File: config.mk
export PLATFORM = sky130hd
export DESIGN_NAME = dec_nx2n_scan
export DESIGN_NICKNAME = d
export VERILOG_FILES = /design/src/rtl/dec_pkg.sv /design/src/rtl/dec_core.sv /design/src/rtl/mux_2x1.sv /design/src/rtl/dec_nx2n_scan.sv
export SDC_FILE = /design/constraint.sdc
export NUM_CORES = 1
export LEC_CHECK = 0
export BUFFER_PORTS_ARGS = -buffer_cell sky130_fd_sc_hd__buf_2
export CAP_MARGIN = 20
export CORE_MARGIN = 10
export CORE_UTILIZATION = 56
export DETAILED_ROUTE_END_ITERATION = 10
export PLACE_DENSITY_LB_ADDON = 0.15
export SYNTH_ARGS = -nofsm -noshare
export SYNTH_HDL_FRONTEND = slang
export SYNTH_HIERARCHICAL = 1
export SYNTH_SLANG_ARGS = --single-unit
File: constraint.sdc
create_clock -name clk -period 3.5 [get_ports clk]
set_input_delay 0.175 -clock clk [delete_from_list [all_inputs] [get_ports clk]]
set_output_delay 0.175 -clock clk [all_outputs]
set_load 0.005 [all_outputs]
File: src/rtl/dec_pkg.sv
// Shared types and helpers for the dec_nx2n_scan decoder family.
// DEC_ONEHOT_CHK_EN (optional) enables the one-hot checker in the top.
package dec_pkg;

  typedef enum logic [1:0] {
    IDLE   = 2'd0,
    DIRECT = 2'd1,
    SCAN   = 2'd2
  } state_t;

  localparam logic MODE_DIRECT = 1'b0;
  localparam logic MODE_SCAN   = 1'b1;

  // Reference one-hot used by the checker; covers decoders up to 64 lines.
  localparam int unsigned ONEHOT_W = 64;

  function automatic logic [ONEHOT_W-1:0] onehot(input int unsigned idx);
    return ONEHOT_W'(1) << idx;
  endfunction

endpackage

File: src/rtl/dec_core.sv
// Combinational N-to-2^N one-hot decoder built recursively from mux_2x1 cells:
// the MSB steers the (N-1)-bit sub-decode into the lower or upper half.
module dec_core #(
  parameter int unsigned N = 2
) (
  input  logic [N-1:0]    sel,
  output logic [2**N-1:0] dec_c
);

  generate
    if (N == 1) begin : g_leaf
      mux_2x1 u_lo (.a(1'b1), .b(1'b0), .sel(sel[0]), .y_c(dec_c[0]));
      mux_2x1 u_hi (.a(1'b0), .b(1'b1), .sel(sel[0]), .y_c(dec_c[1]));
    end else begin : g_node
      localparam int unsigned H = 2**(N-1);
      logic [H-1:0] low_c;

      dec_core #(.N(N-1)) u_sub (
        .sel  (sel[N-2:0]),
        .dec_c(low_c)
      );

      for (genvar j = 0; j < H; j++) begin : g_split
        mux_2x1 u_lo (.a(low_c[j]), .b(1'b0),     .sel(sel[N-1]), .y_c(dec_c[j]));
        mux_2x1 u_hi (.a(1'b0),     .b(low_c[j]), .sel(sel[N-1]), .y_c(dec_c[j+H]));
      end
    end
  endgenerate

endmodule

File: src/rtl/mux_2x1.sv
// Single-bit 2:1 multiplexer, the leaf cell of the recursive decoder.
module mux_2x1 (
  input  logic a,
  input  logic b,
  input  logic sel,
  output logic y_c
);

  assign y_c = sel ? b : a;

endmodule

File: src/rtl/dec_nx2n_scan.sv
// Registered N-to-2^N one-hot decoder with DIRECT and SCAN modes.
// Define DEC_ONEHOT_CHK_EN to add the sticky err output (checker valid for N <= 6).
module dec_nx2n_scan
  import dec_pkg::*;
#(
  parameter int unsigned N     = 2,
  parameter int unsigned DWELL = 4
) (
  input  logic            clk,
  input  logic            rst,
  input  logic            en,
  input  logic            mode,
  input  logic [N-1:0]    i,
  input  logic            i_valid,
  output logic [2**N-1:0] y,
  output logic            y_valid,
  output logic [N-1:0]    scan_idx,
  output logic            wrap
`ifdef DEC_ONEHOT_CHK_EN
  ,
  output logic            err
`endif
);

  localparam int unsigned W  = 2**N;
  localparam int unsigned CW = (DWELL > 1) ? $clog2(DWELL) : 1;
  localparam logic [CW-1:0] CNT_LAST = CW'(DWELL - 1);

  state_t          state;
  state_t          state_nxt;
  logic [CW-1:0]   cnt;
  logic [CW-1:0]   cnt_nxt;
  logic [W-1:0]    y_nxt;
  logic            y_valid_nxt;
  logic [N-1:0]    idx_nxt;
  logic            wrap_nxt;
  logic [N-1:0]    sel_c;
  logic [W-1:0]    dec_c;

  // Index fed to the decoder: next scan line, direct select, or line 0 on scan entry.
  always_comb begin
    sel_c = '0;
    case (state)
      SCAN:    sel_c = scan_idx + N'(1);
      DIRECT:  sel_c = i;
      default: sel_c = '0;
    endcase
  end

  dec_core #(.N(N)) u_dec (
    .sel  (sel_c),
    .dec_c(dec_c)
  );

  // State register.
  always_ff @(posedge clk) begin
    if (rst) state <= IDLE;
    else     state <= state_nxt;
  end

  // Next state: every mode change passes through one IDLE cycle.
  always_comb begin
    state_nxt = state;
    if (en) begin
      case (state)
        IDLE:    state_nxt = (mode == MODE_SCAN) ? SCAN : DIRECT;
        DIRECT:  if (mode == MODE_SCAN)   state_nxt = IDLE;
        SCAN:    if (mode == MODE_DIRECT) state_nxt = IDLE;
        default: state_nxt = IDLE;
      endcase
    end
  end

  // Next values of the registered outputs and dwell counter.
  always_comb begin
    y_nxt       = y;
    y_valid_nxt = y_valid;
    idx_nxt     = scan_idx;
    cnt_nxt     = cnt;
    wrap_nxt    = 1'b0;
    if (en) begin
      case (state)
        IDLE: begin
          y_nxt       = (mode == MODE_SCAN) ? dec_c : '0;
          y_valid_nxt = (mode == MODE_SCAN);
          idx_nxt     = '0;
          cnt_nxt     = '0;
        end
        DIRECT: begin
          if (mode == MODE_SCAN) begin
            y_nxt       = '0;
            y_valid_nxt = 1'b0;
            idx_nxt     = '0;
            cnt_nxt     = '0;
          end else if (i_valid) begin
            y_nxt       = dec_c;
            y_valid_nxt = 1'b1;
            idx_nxt     = i;
          end
        end
        SCAN: begin
          if (mode == MODE_DIRECT) begin
            y_nxt       = '0;
            y_valid_nxt = 1'b0;
            idx_nxt     = '0;
            cnt_nxt     = '0;
          end else if (cnt == CNT_LAST) begin
            cnt_nxt  = '0;
            idx_nxt  = sel_c;
            y_nxt    = dec_c;
            wrap_nxt = &scan_idx;
          end else begin
            cnt_nxt = cnt + CW'(1);
          end
        end
        default: begin
          y_nxt       = '0;
          y_valid_nxt = 1'b0;
          idx_nxt     = '0;
          cnt_nxt     = '0;
        end
      endcase
    end
  end

  // Output and counter registers.
  always_ff @(posedge clk) begin
    if (rst) begin
      y        <= '0;
      y_valid  <= 1'b0;
      scan_idx <= '0;
      cnt      <= '0;
      wrap     <= 1'b0;
    end else begin
      y        <= y_nxt;
      y_valid  <= y_valid_nxt;
      scan_idx <= idx_nxt;
      cnt      <= cnt_nxt;
      wrap     <= wrap_nxt;
    end
  end

`ifdef DEC_ONEHOT_CHK_EN
  logic onehot_ok_c;
  logic match_c;

  assign onehot_ok_c = (y != '0) && ((y & (y - W'(1))) == '0);
  assign match_c     = (y == W'(onehot(32'(scan_idx))));

  // Sticky flag: a valid output must be the one-hot of scan_idx.
  always_ff @(posedge clk) begin
    if (rst)                                         err <= 1'b0;
    else if (y_valid && !(onehot_ok_c && match_c))   err <= 1'b1;
  end
`endif

endmodule

## Word-level counts from Yosys, hierarchy flattened

Cells that the tools add are included.

| storage, ports and cells | value |
|---|---|
| flip-flop bits (word level) | 12 |
| input port bits | 7 |
| output and inout bits | 8 |
| word-level logic and storage cells | 55 |

| cells by class | value |
|---|---|
| $add $sub $neg | 2 |
| eq/ne operators | 7 |
| mux-type cells | 29 |
| bitwise gates (word level) | 4 |
| reductions and logical operators | 7 |

Operator list:

| kind | count |
|---|---|
| 4-bit 2-to-1 mux | 5 |
| 2-bit 2-to-1 mux | 9 |
| 2-bit case mux with 2 select lines | 3 |
| 4-bit case mux with 3 select lines | 1 |
| 1-bit 2-to-1 mux | 9 |
| 3-bit AND reduction | 3 |
| 3-bit inequality test, second input constant | 2 |
| 2-bit case mux with 3 select lines | 1 |
| 5-bit OR reduction | 1 |
| 2-bit by 1-bit adder with 2-bit output, second input constant | 2 |
| 2-bit equality test, second input constant | 2 |
| 2-bit inequality test, second input constant | 2 |
| 1-bit NOT | 4 |
| 2-bit AND reduction | 2 |
| 1-bit case mux with 3 select lines | 1 |
| 2-bit by 1-bit equality test with 1-bit output, second input constant | 1 |
| 2-bit logical NOT | 1 |

## Logic depth before layout (Yosys ltp)

Gate-level depths: netlist of the first run.

| depth | value |
|---|---|
| depth in word-level cells | 7 |
| mapped depth | 8 |
| mapped depth without buffers | 8 |

## Cells and area by module

The synthesis of the first run kept the hierarchy.

By module, submodules not included:

| module | instances | cells an instance | area an instance (um^2) | seq. area each (um^2) |
|---|---|---|---|---|
| dec_nx2n_scan | 1 | 77 | 633.1 | 240.2 |
| mux_2x1 | 6 | 1 | 15.0 | 0.0 |
| dec_core (u_dec.g_node.u_sub) | 1 | 2 | 7.5 | 0.0 |
| dec_core (u_dec) | 1 | 1 | 3.8 | 0.0 |

## Least setup slack after synthesis of the first run

OpenSTA, ideal clock, no wires.

| path | value |
|---|---|
| path kind | register to register |
| from | reg state[0] |
| to | reg y[0] |
| library setup time | 0.132 ns |
| arrival time | 1.767 ns |
| required time | 3.368 ns |
| setup slack | 1.601 ns |
| stages on the path, launching flop included | 8 |
| buffers on the path | 0 |
| clock period less this slack | 1.899 ns |
| cell sequence | dfxtp_1 > inv_1 > ha_1 > a21boi_0 > mux2_4 > mux2_4 > nand3_1 > a21oi_1 |

| on the way | value |
|---|---|
| longest elaborated chain between the ends | 7 |
| elaborated cells on any way between the ends | 15 |
| those cells by class | eq/ne (4); mux (9); reduce/logical (2) |

Ends and longest elaborated chain:

| what | line | text |
|---|---|---|
| start: declaration | dec_nx2n_scan.sv:29 | `state_t state;` |
| start signal: assignment | dec_nx2n_scan.sv:58 | `else state <= state_nxt;` |
| 2-bit by 1-bit equality test with 1-bit output or 2-bit equality test (tied branches) | dec_nx2n_scan.sv:43 | `case (state)` |
| 2-bit case mux with 2 select lines * | dec_nx2n_scan.sv:43 |  |
| via sel_c[0] | dec_nx2n_scan.sv:37 | `logic [N-1:0] sel_c;` |
| 1-bit 2-to-1 mux * | mux_2x1.sv:9 | `assign y_c = sel ? b : a;` |
| via u_dec.g_node.low_c[0] | dec_core.sv:16 | `logic [H-1:0] low_c;` |
| 1-bit 2-to-1 mux * | mux_2x1.sv:9 |  |
| via dec_c[0] | dec_nx2n_scan.sv:38 | `logic [W-1:0] dec_c;` |
| 4-bit 2-to-1 mux (on tied branches) | dec_nx2n_scan.sv:107, dec_nx2n_scan.sv:95 |  |
| 4-bit 2-to-1 mux (on tied branches) | dec_nx2n_scan.sv:102, dec_nx2n_scan.sv:90 |  |
| 4-bit case mux with 3 select lines * | dec_nx2n_scan.sv:82 | `case (state)` |
| end signal: assignment | dec_nx2n_scan.sv:135 | `y <= y_nxt;` |
| end: declaration | dec_nx2n_scan.sv:15 | `output logic [2**N-1:0] y,` |

The timed path passes the listed nets; every way through them passes the cells marked *. The select of a mux whose other input is x is not followed.
A chain may end at the register's enable or synchronous reset.

## Final worst setup path of the first run

Same ends and word-level chain as after synthesis.

==> reports/metrics.yaml, run 1 <==
status:
  status: "completed"
timing:
  setup_tns_ns: 0
  hold_viol: 0
  worstMarginPinSlew_ns: 0.488
  maxSlewHeadroom_pct: 67.2
  rsz0062_at_grt: "no"
  finalCritPeriodShare_pct: 59.4
  slew_viol_final: 0
  finalWorstPathRequiredPeriod_ns: 2.08
  setup_viol: 0
  fin_ws_ns: 1.42
  clock.fmax_mhz: 481
  fin_skew_ns: 0.00835
clock_tree:
  ctsResizeCount: 0
  ctsRootBufferMaster: "clkbuf_4"
  path_clk_slew_ns: 0.08
  cts_setup_buffers: 0
  cts_tree: "done"
  worst_skew_pair.late_latency_ns: 0.28
  clock-sinks: 12
  cts_made_buffers: 3
  hold_buffers: 0
  cts_buffer_depth: 2
  h-tree-depth: 1
floorplanning:
  coreArea_sq_um: 1170
  initial_core_util_pct: 62.7
  num_io_pins: 15
  die_w_um: 56.2
  die_area_sq_um: 3160
  die-height_um: 56.2
  rows: 12
synthesis:
  yosys.area_share.adder_pct: 10.2
  seq_area_frac_synth_pct: 32.7
  netlist_area_sq_um: 734
  synth_warnings: 6
  ys_seq_elements: 12
  synth-simple-area-share_pct: 24.5
  synth-compound-area-share_pct: 14.5
  muxShareOfSynthArea_pct: 12.3
  synth_cells: 86
  synth_xor_area_share_pct: 0
  yosys.area.top_type_share_pct: 32.7
  synth_top_family_by_area: "simple AND/OR/NAND/NOR gates"
  syn_avg_cell_area_sq_um: 8.54
  synth.distinct_cells: 27
  synth_area_leaders: "dfxtp_1 (33%), mux2_4 (12%), ha_1 (10%), a21oi_1 (6.1%), nand2_1 (5.6%)"
  synth_top_area_cell: "dfxtp_1"
placed_design:
  io_buffers: 14
  hpwlAfterDp_um: 1260
  dp_cells: 116
  gp_congestion: 0.752
  pre_cts_slack_ns: 1.47
drt:
  wl_met2_um: 708
  ant_nets: 0
  drc: 0
  avgRoutedWirePerCell_um: 13.4
  wl_met3_um: 140
  drt_iter0_drc: 11
  routed_wl_um: 1590
  drt-met1-wl_um: 703
  vias_per_cell: 5.51
  via_count: 656
  dr.pass1.iters: 4
  routed.top_layer: "met4"
global_route:
  grt_pass1_vias: 608
  grt_max_degree: 13
  grt_overflow_total: 0
  antenna_found_initial: 0
  grt_usage_pct: 10.1
  grt_pass1_wl_um: 2570
worst_setup_path:
  required_ns: 3.66
  r2r_slack_ns: 1.42
  r2r_cells: 8
  arrival_ns: 2.24
  crit_type: "reg2reg"
  startpoint_type: "flip-flop"
  cp-end-kind: "flip-flop"
  r2r_start: "state[0]"
  crit_fanout: 8
  reg2reg_to: "y[0]"
cells_and_area:
  most-common-layout-cells: "buf_2 (14), dfxtp_1 (12), nand2_1 (11)"
  drive_above_1_share_pct: 21.9
  fill_cells: 97
  fin_cells: 119
  synthToLayoutAreaGrowth_pct: 14.8
  layout_commonest_cell: "buf_2"
  antennaDiodeCount: 0
  nets: 120
job:
  maxCapViolations: 0
power:
  p_leak_nw: 0.381
  ir_drop_v: 0.000212
  power_density_nw_per_um2: 344
min_path:
  hp-start: "rst"
  min_to: "state[1]"
  hold-path-cell-count: 2
  hp-class: "in2reg"
## Yosys cell counts
| master | count |
|---|---|
| a32oi_1 | 2 |
| dfxtp_1 | 12 |
| inv_1 | 3 |
| nand2b_1 | 2 |
| ha_1 | 6 |
| nand4_1 | 3 |
| nor2b_1 | 1 |
| a21oi_1 | 9 |
| nor2_1 | 5 |
| nand3b_1 | 1 |
| o21a_1 | 1 |
| or2b_1 | 1 |
| a22oi_1 | 1 |
| a21boi_0 | 2 |
| buf_6 | 1 |
| o21ai_0 | 1 |
| mux2_4 | 6 |
| and3_1 | 1 |
| a22o_1 | 1 |
| nand3_1 | 6 |
| nor3_1 | 3 |
| nand2_1 | 11 |
| buf_2 | 1 |
| nor3b_1 | 1 |
| conb_1 | 3 |
| clkbuf_1 | 1 |
| or3b_1 | 1 |
## state kept, by name, indices dropped and copies added (netlist names)
name	flops
y	4
cnt	2
scan_idx	2
state	2
wrap	1
y_valid	1
## report_power, final
part / switching (W) / leakage [nW] / internal, W
logic: 0.0000304 / 0.270 / 0.0000253
registers: 0.00000357 / 0.0976 / 0.000142
clock network: 0.0000487 / 0.0138 / 0.0000399
## area by class of cell
type | count | area, sq um | share of cell area [%]
multi-input combinational | 73 | 482 | 57.1
inverter | 3 | 11.3 | 1.34
sequential | 12 | 240 | 28.5
timing repair buffer | 14 | 70.1 | 8.31
clock buffer | 3 | 22.5 | 2.67
tap | 14 | 17.5 | 2.08
## worst max path at each step
stage / startpoint / end / slack (ns) / cells past startpoint
floorplan: state[0] / y[0] / 1.60 / 7
global placement: state[1] / y[0] / 1.53 / 7
detailed placement: state[0] / y[2] / 1.47 / 7
CTS: state[0] / y[0] / 1.45 / 8
global route: state[1] / y[2] / 1.31 / 8
finish: state[0] / y[0] / 1.42 / 8
## cell families after synthesis
| family | Yosys count |
|---|---|
| fa+ha+maj | 6 |
| compound gates | 17 |
| flops | 12 |
| buf+inv | 6 |
| simple gates | 36 |
| mux | 6 |
| other cells | 3 |
## worst max-delay path, stage by stage, from the launching register on
cell and delay, ns:
dfxtp_1 0.35, inv_1 0.08, ha_1 0.29, nand2b_1 0.08
a21boi_0 0.41, mux2_4 0.35, mux2_4 0.26, nand3_1 0.07
a21oi_1 0.06
## routing by layer
metal	track usage, %	vias to the layer above
met3	4.10	4
li1	-	335
met1	11.5	299
met4	6.14	0
met5	0	-
met2	15.1	18
## per-stage QoR
stage          util [%]  total power [W]  cell area, sq um  hold slack [ns]
2_1_floorplan         -         0.000190               753            0.252
3_3_place_gp       70.1         0.000203               821            0.435
3_5_place_dp       70.1         0.000204               821            0.443
4_1_cts            72.0         0.000289               843            0.218
5_1_grt            72.0         0.000303               843            0.232
6_report           72.0         0.000290               843            0.210
No activity file was read; power rests on OpenSTA's default activity.
==> inputs of run 2 (changes only) <==
--- a/config.mk
+++ b/config.mk
@@ -5,10 +5,11 @@
 export SDC_FILE = /design/constraint.sdc
 export NUM_CORES = 1
 export LEC_CHECK = 0
+export ABC_AREA = 1
 export BUFFER_PORTS_ARGS = -buffer_cell sky130_fd_sc_hd__buf_2
 export CAP_MARGIN = 20
 export CORE_MARGIN = 10
-export CORE_UTILIZATION = 56
+export CORE_UTILIZATION = 53
 export DETAILED_ROUTE_END_ITERATION = 10
 export PLACE_DENSITY_LB_ADDON = 0.15
 export SYNTH_ARGS = -nofsm -noshare
==> constraint.sdc (replaced) <==
create_clock -name clk -period 2.2 [get_ports clk]
set_input_delay 0.11 -clock clk [delete_from_list [all_inputs] [get_ports clk]]
set_output_delay 0.11 -clock clk [all_outputs]
set_load 0.005 [all_outputs]
==> reports/metrics.yaml, run 2 <==
status:
  status: "completed"
cells_and_area:
  fin_cells: 168
  largest_reg_flops: 4
  ff_latch_area_sq_um: 240
  antennaDiodeCount: 0
  multiInputGateArea_sq_um: 497
  drive_above_1_share_pct: 19.0
  fill_cells: 129
  layout_commonest_cell: "nand2_1"
  post-route-util_pct: 68.9
  most-common-layout-cells: "nand2_1 (45), inv_1 (18), buf_2 (14)"
  top_register: "y"
  nets: 167
  synthToLayoutAreaGrowth_pct: 18.1
clock_tree:
  clock-sinks: 12
  cts_made_buffers: 3
  worst_skew_pair.late_latency_ns: 0.28
  ctsRootBufferMaster: "clkbuf_4"
  cts_tree: "done"
  path_clk_slew_ns: 0.08
  cts_setup_buffers: 0
  ctsResizeCount: 0
  h-tree-depth: 1
  hold_buffers: 0
  cts_buffer_depth: 2
drt:
  drt_iter0_drc: 18
  dr.pass1.iters: 5
  routed_wl_um: 1700
  avgRoutedWirePerCell_um: 10.1
  drc: 0
  ant_nets: 0
  vias_per_cell: 4.78
  via_count: 803
timing:
  holdWs_ns: 0.0944
  fin_skew_ns: 0.00699
  slew_viol_final: 0
  setup_viol: 0
  clock.fmax_mhz: 527
  maxSlewHeadroom_pct: 64.4
  hold_viol: 0
  setup_tns_ns: 0
  finalCritPeriodShare_pct: 86.3
  rsz0062_at_grt: "no"
  finalWorstPathRequiredPeriod_ns: 1.90
  worstMarginPinSlew_ns: 0.534
worst_setup_path:
  startpoint_type: "flip-flop"
  arrival_ns: 2.07
  crit_fanout: 8
  crit_type: "reg2reg"
  required_ns: 2.38
  cp-end-kind: "flip-flop"
power:
  p_leak_nw: 0.530
  pwr-share-clk_pct: 32.8
  swShare_pct: 29.3
  power_density_nw_per_um2: 560
  ir_drop_v: 0.000371
  pwr-share-seq_pct: 44.8
  internal_power_w: 0.000372
  p_comb_share_pct: 22.4
  p_sw_w: 0.000154
synthesis:
  synth.distinct_cells: 15
  syn_avg_cell_area_sq_um: 6.13
  ys_seq_elements: 12
  synth_cells: 130
  muxShareOfSynthArea_pct: 0
  ys.flop_type: "dfxtp_1"
  synth_warnings: 6
  yosys.area_share.adder_pct: 9.42
  synth_top_family_by_area: "simple AND/OR/NAND/NOR gates"
  synth_top_area_cell: "dfxtp_1"
  synth-simple-area-share_pct: 39.1
  yosys-top-cells-count: "nand2_1 (45), inv_1 (18), a21oi_1 (13)"
  async_reset_ff_share_pct: 0
  synth_edf_count: 0
  synth-compound-area-share_pct: 10.0
  synth_xor_area_share_pct: 0
  seq_area_frac_synth_pct: 30.1
  yosys.area.top_type_share_pct: 30.1
  netlist_area_sq_um: 797
  synth_most_common_cell: "nand2_1"
  synth_area_leaders: "dfxtp_1 (30%), nand2_1 (21%), ha_1 (9.4%), inv_1 (8.5%), a21oi_1 (8.2%)"
floorplanning:
  initial_core_util_pct: 58.3
  num_io_pins: 15
  die_area_sq_um: 3460
  die-height_um: 58.8
  coreArea_sq_um: 1370
  rows: 13
  die_w_um: 58.8
min_path:
  hp-class: "in2reg"
placed_design:
  gp_congestion: 0.872
  io_buffers: 14
  hpwlAfterDp_um: 1410
  dp_cells: 164
job:
  maxCapViolations: 0
global_route:
  grt_pass1_vias: 744
  grt_pass1_wl_um: 3050
  grt_usage_pct: 10.9
  antenna_found_initial: 0
  grt_max_degree: 9
  grt_overflow_total: 0
-- run 2: cell types whose count changed in the layout (fill, tap and decap cells not counted), moves of 3 or more --
| cell | delta |
|---|---|
| inv_1 | +15 |
| a21oi_1 | +4 |
| nor2_1 | +6 |
| mux2_4 | -6 |
| nand2_1 | +34 |
| nor2_2 | +3 |
| inv_2 | +3 |
| nand2_2 | +3 |
-- run 2: cell families (layout without fill, tap and decap cells) --
group | Yosys count | count (layout)
AND/OR/NAND/NOR | 72 | 72
buffers and inverters | 21 | 39
AO/OA/AOI/OAI | 16 | 16
flip-flops | 12 | 12
adder cells (fa/ha/maj) | 6 | 6
other | 3 | 8
-- run 2: critical path: stages (launching register included) --
cell and delay [ns]:
dfxtp_1 0.39, inv_1 0.08, ha_1 0.32, inv_1 0.08
a21oi_1 0.43, inv_1 0.08, nand2_1 0.07, nand2_1 0.04
inv_1 0.04, nor2_1 0.03, a21oi_1 0.16, nor2_1 0.06
-- run 2: worst paths after layout --
path | from | to | slack [ns] | depth (start not counted)
setup / recovery | state[0] | y[1] | 0.30 | 11
hold / removal | rst | scan_idx[0] | 0.09 | 2
setup reg to reg | state[0] | y[1] | 0.30 | 11
hold reg to reg | cnt[1] | cnt[1] | 0.47 | 2
-- run 2: cell type report --
cell class	count	area share [%]
clock buffer	4	3.86
inverter	21	8.38
multi-input combinational	102	52.8
sequential	12	25.5
tap	15	1.99
timing repair buffer	14	7.45
-- run 2: metal layers --
| metal | GRT usage [%] | wire, um |
|---|---|---|
| met5 | 0 | 0 |
| met4 | 3.93 | 36 |
| met3 | 4.72 | 101 |
| met2 | 17.7 | 836 |
| met1 | 12.3 | 730 |
-- run 2: metrics by stage --
stage          power, W  instance area (sq um)  worst slack [ns]
3_5_place_dp   0.000358                    905             0.328
5_1_grt        0.000563                    941           0.00706
6_report       0.000527                    941             0.301
4_1_cts        0.000532                    941             0.314
3_3_place_gp   0.000355                    905             0.408
2_1_floorplan  0.000324                    816             0.544
-- run 2: power by group through the flow --
stage	registers, W	logic [W]	clock network [W]
after floorplan	0.000241	0.0000825	0
after global placement	0.000240	0.000115	0
after detailed placement	0.000241	0.000117	0
after CTS	0.000236	0.000119	0.000178
after global routing	0.000237	0.000139	0.000186
final	0.000236	0.000118	0.000173
==> inputs of run 3 (changes only) <==
--- a/config.mk
+++ b/config.mk
@@ -9,7 +9,8 @@
 export BUFFER_PORTS_ARGS = -buffer_cell sky130_fd_sc_hd__buf_2
 export CAP_MARGIN = 20
 export CORE_MARGIN = 10
-export CORE_UTILIZATION = 53
+export CORE_UTILIZATION = 56
+export CTS_BUF_LIST = sky130_fd_sc_hd__clkbuf_2 sky130_fd_sc_hd__clkbuf_4 sky130_fd_sc_hd__clkbuf_8
 export DETAILED_ROUTE_END_ITERATION = 10
 export PLACE_DENSITY_LB_ADDON = 0.15
 export SYNTH_ARGS = -nofsm -noshare
==> reports/metrics.yaml, run 3 (synthesis results as in run 2) <==
drt:
  vias_per_cell: 4.72
  drc: 0
  dr.pass1.iters: 4
  routed_wl_um: 1620
  drt_iter0_drc: 17
  ant_nets: 0
  via_count: 788
  avgRoutedWirePerCell_um: 9.69
clock_tree:
  hold_buffers: 0
  ctsRootBufferMaster: "clkbuf_4"
  worst_skew_pair.late_latency_ns: 0.27
  cts_made_buffers: 3
  h-tree-depth: 1
  cts_setup_buffers: 0
  cts_tree: "done"
  cts_buffer_depth: 2
  clock-sinks: 12
  ctsResizeCount: 0
  path_clk_slew_ns: 0.07
cells_and_area:
  most-common-layout-cells: "nand2_1 (45), inv_1 (18), buf_2 (14)"
  nets: 167
  antennaDiodeCount: 0
  layout_commonest_cell: "nand2_1"
  drive_above_1_share_pct: 18.4
  top_register: "y"
  synthToLayoutAreaGrowth_pct: 16.3
  fill_cells: 113
  largest_reg_flops: 4
worst_setup_path:
  startpoint_type: "flip-flop"
  arrival_ns: 2.01
  required_ns: 2.36
  crit_type: "reg2reg"
  crit_fanout: 8
  cp-end-kind: "flip-flop"
min_path:
  hp-class: "in2reg"
timing:
  slew_viol_final: 0
  rsz0062_at_grt: "no"
  clock.fmax_mhz: 543
  setup_tns_ns: 0
  holdWs_ns: 0.0958
  hold_viol: 0
  finalCritPeriodShare_pct: 83.8
  setup_viol: 0
  fin_skew_ns: 0.00728
  finalWorstPathRequiredPeriod_ns: 1.84
placed_design:
  io_buffers: 14
  hpwlAfterDp_um: 1380
  gp_congestion: 0.881
floorplanning:
  die_area_sq_um: 3330
  die-height_um: 57.7
  rows: 13
  initial_core_util_pct: 60.5
  num_io_pins: 15
  die_w_um: 57.7
  coreArea_sq_um: 1320
global_route:
  grt_pass1_wl_um: 2840
  grt_pass1_vias: 684
  antenna_found_initial: 0
  grt_overflow_total: 0
  grt_max_degree: 9
  grt_usage_pct: 10.3
power:
  power_density_nw_per_um2: 516
  p_leak_nw: 0.523
  ir_drop_v: 0.000407
job:
  maxCapViolations: 0
status:
  status: "completed"
==> run 3: changes by cell type in the layout (fill, tap and decap cells not counted) <==
cell	before	now
clkbuf_8	1	0
==> run 3: stage by stage <==
stage               setup WS [ns]  power (W)  util, %  instance area (sq um)  std cells
finish                      0.357   0.000478     70.4                    927        167
global route               0.0277   0.000510     70.4                    927        167
CTS                         0.334   0.000485     70.4                    927        167
detailed placement          0.338   0.000357     68.7                    905        164
global placement            0.393   0.000355     68.7                    905        164
floorplan                   0.544   0.000324        -                    816        135
==> run 3: critical path, stage by stage (launching register included) <==
cell and delay, ns:
dfxtp_1 0.38, inv_1 0.08, ha_1 0.31, inv_1 0.08, a21oi_1 0.41, inv_1 0.08, nand2_1 0.07, nand2_1 0.04
inv_1 0.05, nor2_1 0.03, a21oi_1 0.15, nor2_1 0.06
==> run 3: where the power goes <==
group / internal (W) / switching (W) / total [W]
Sequential: 0.000229 / 0.00000674 / 0.000236
Combinational: 0.0000427 / 0.0000736 / 0.000116
Clock: 0.0000631 / 0.0000628 / 0.000126
==> run 3: per-layer routing <==
layer | track usage [%] | vias to the layer above | wire [um]
met5 | 0 | - | 0
met3 | 4.58 | 2 | 104
met1 | 12.1 | 331 | 715
met2 | 16.4 | 19 | 786
li1 | - | 436 | -
met4 | 3.02 | 0 | 13
==> run 3: layout make-up <==
class | count | area (sq um) | area share (%)
Timing Repair Buffer | 14 | 70.1 | 7.56
Sequential cell | 12 | 240 | 25.9
Inverter | 21 | 78.8 | 8.50
Tap cell | 15 | 18.8 | 2.02
Clock buffer | 3 | 22.5 | 2.43
Multi-Input combinational cell | 102 | 497 | 53.6
==> run 3: final timing paths <==
check	startpoint	to	slack [ns]	cells after the start
setup / recovery	state[0]	y[1]	0.36	11
hold / removal	rst	state[1]	0.1	2
setup reg to reg	state[0]	y[1]	0.36	11
hold reg to reg	cnt[1]	cnt[1]	0.48	2
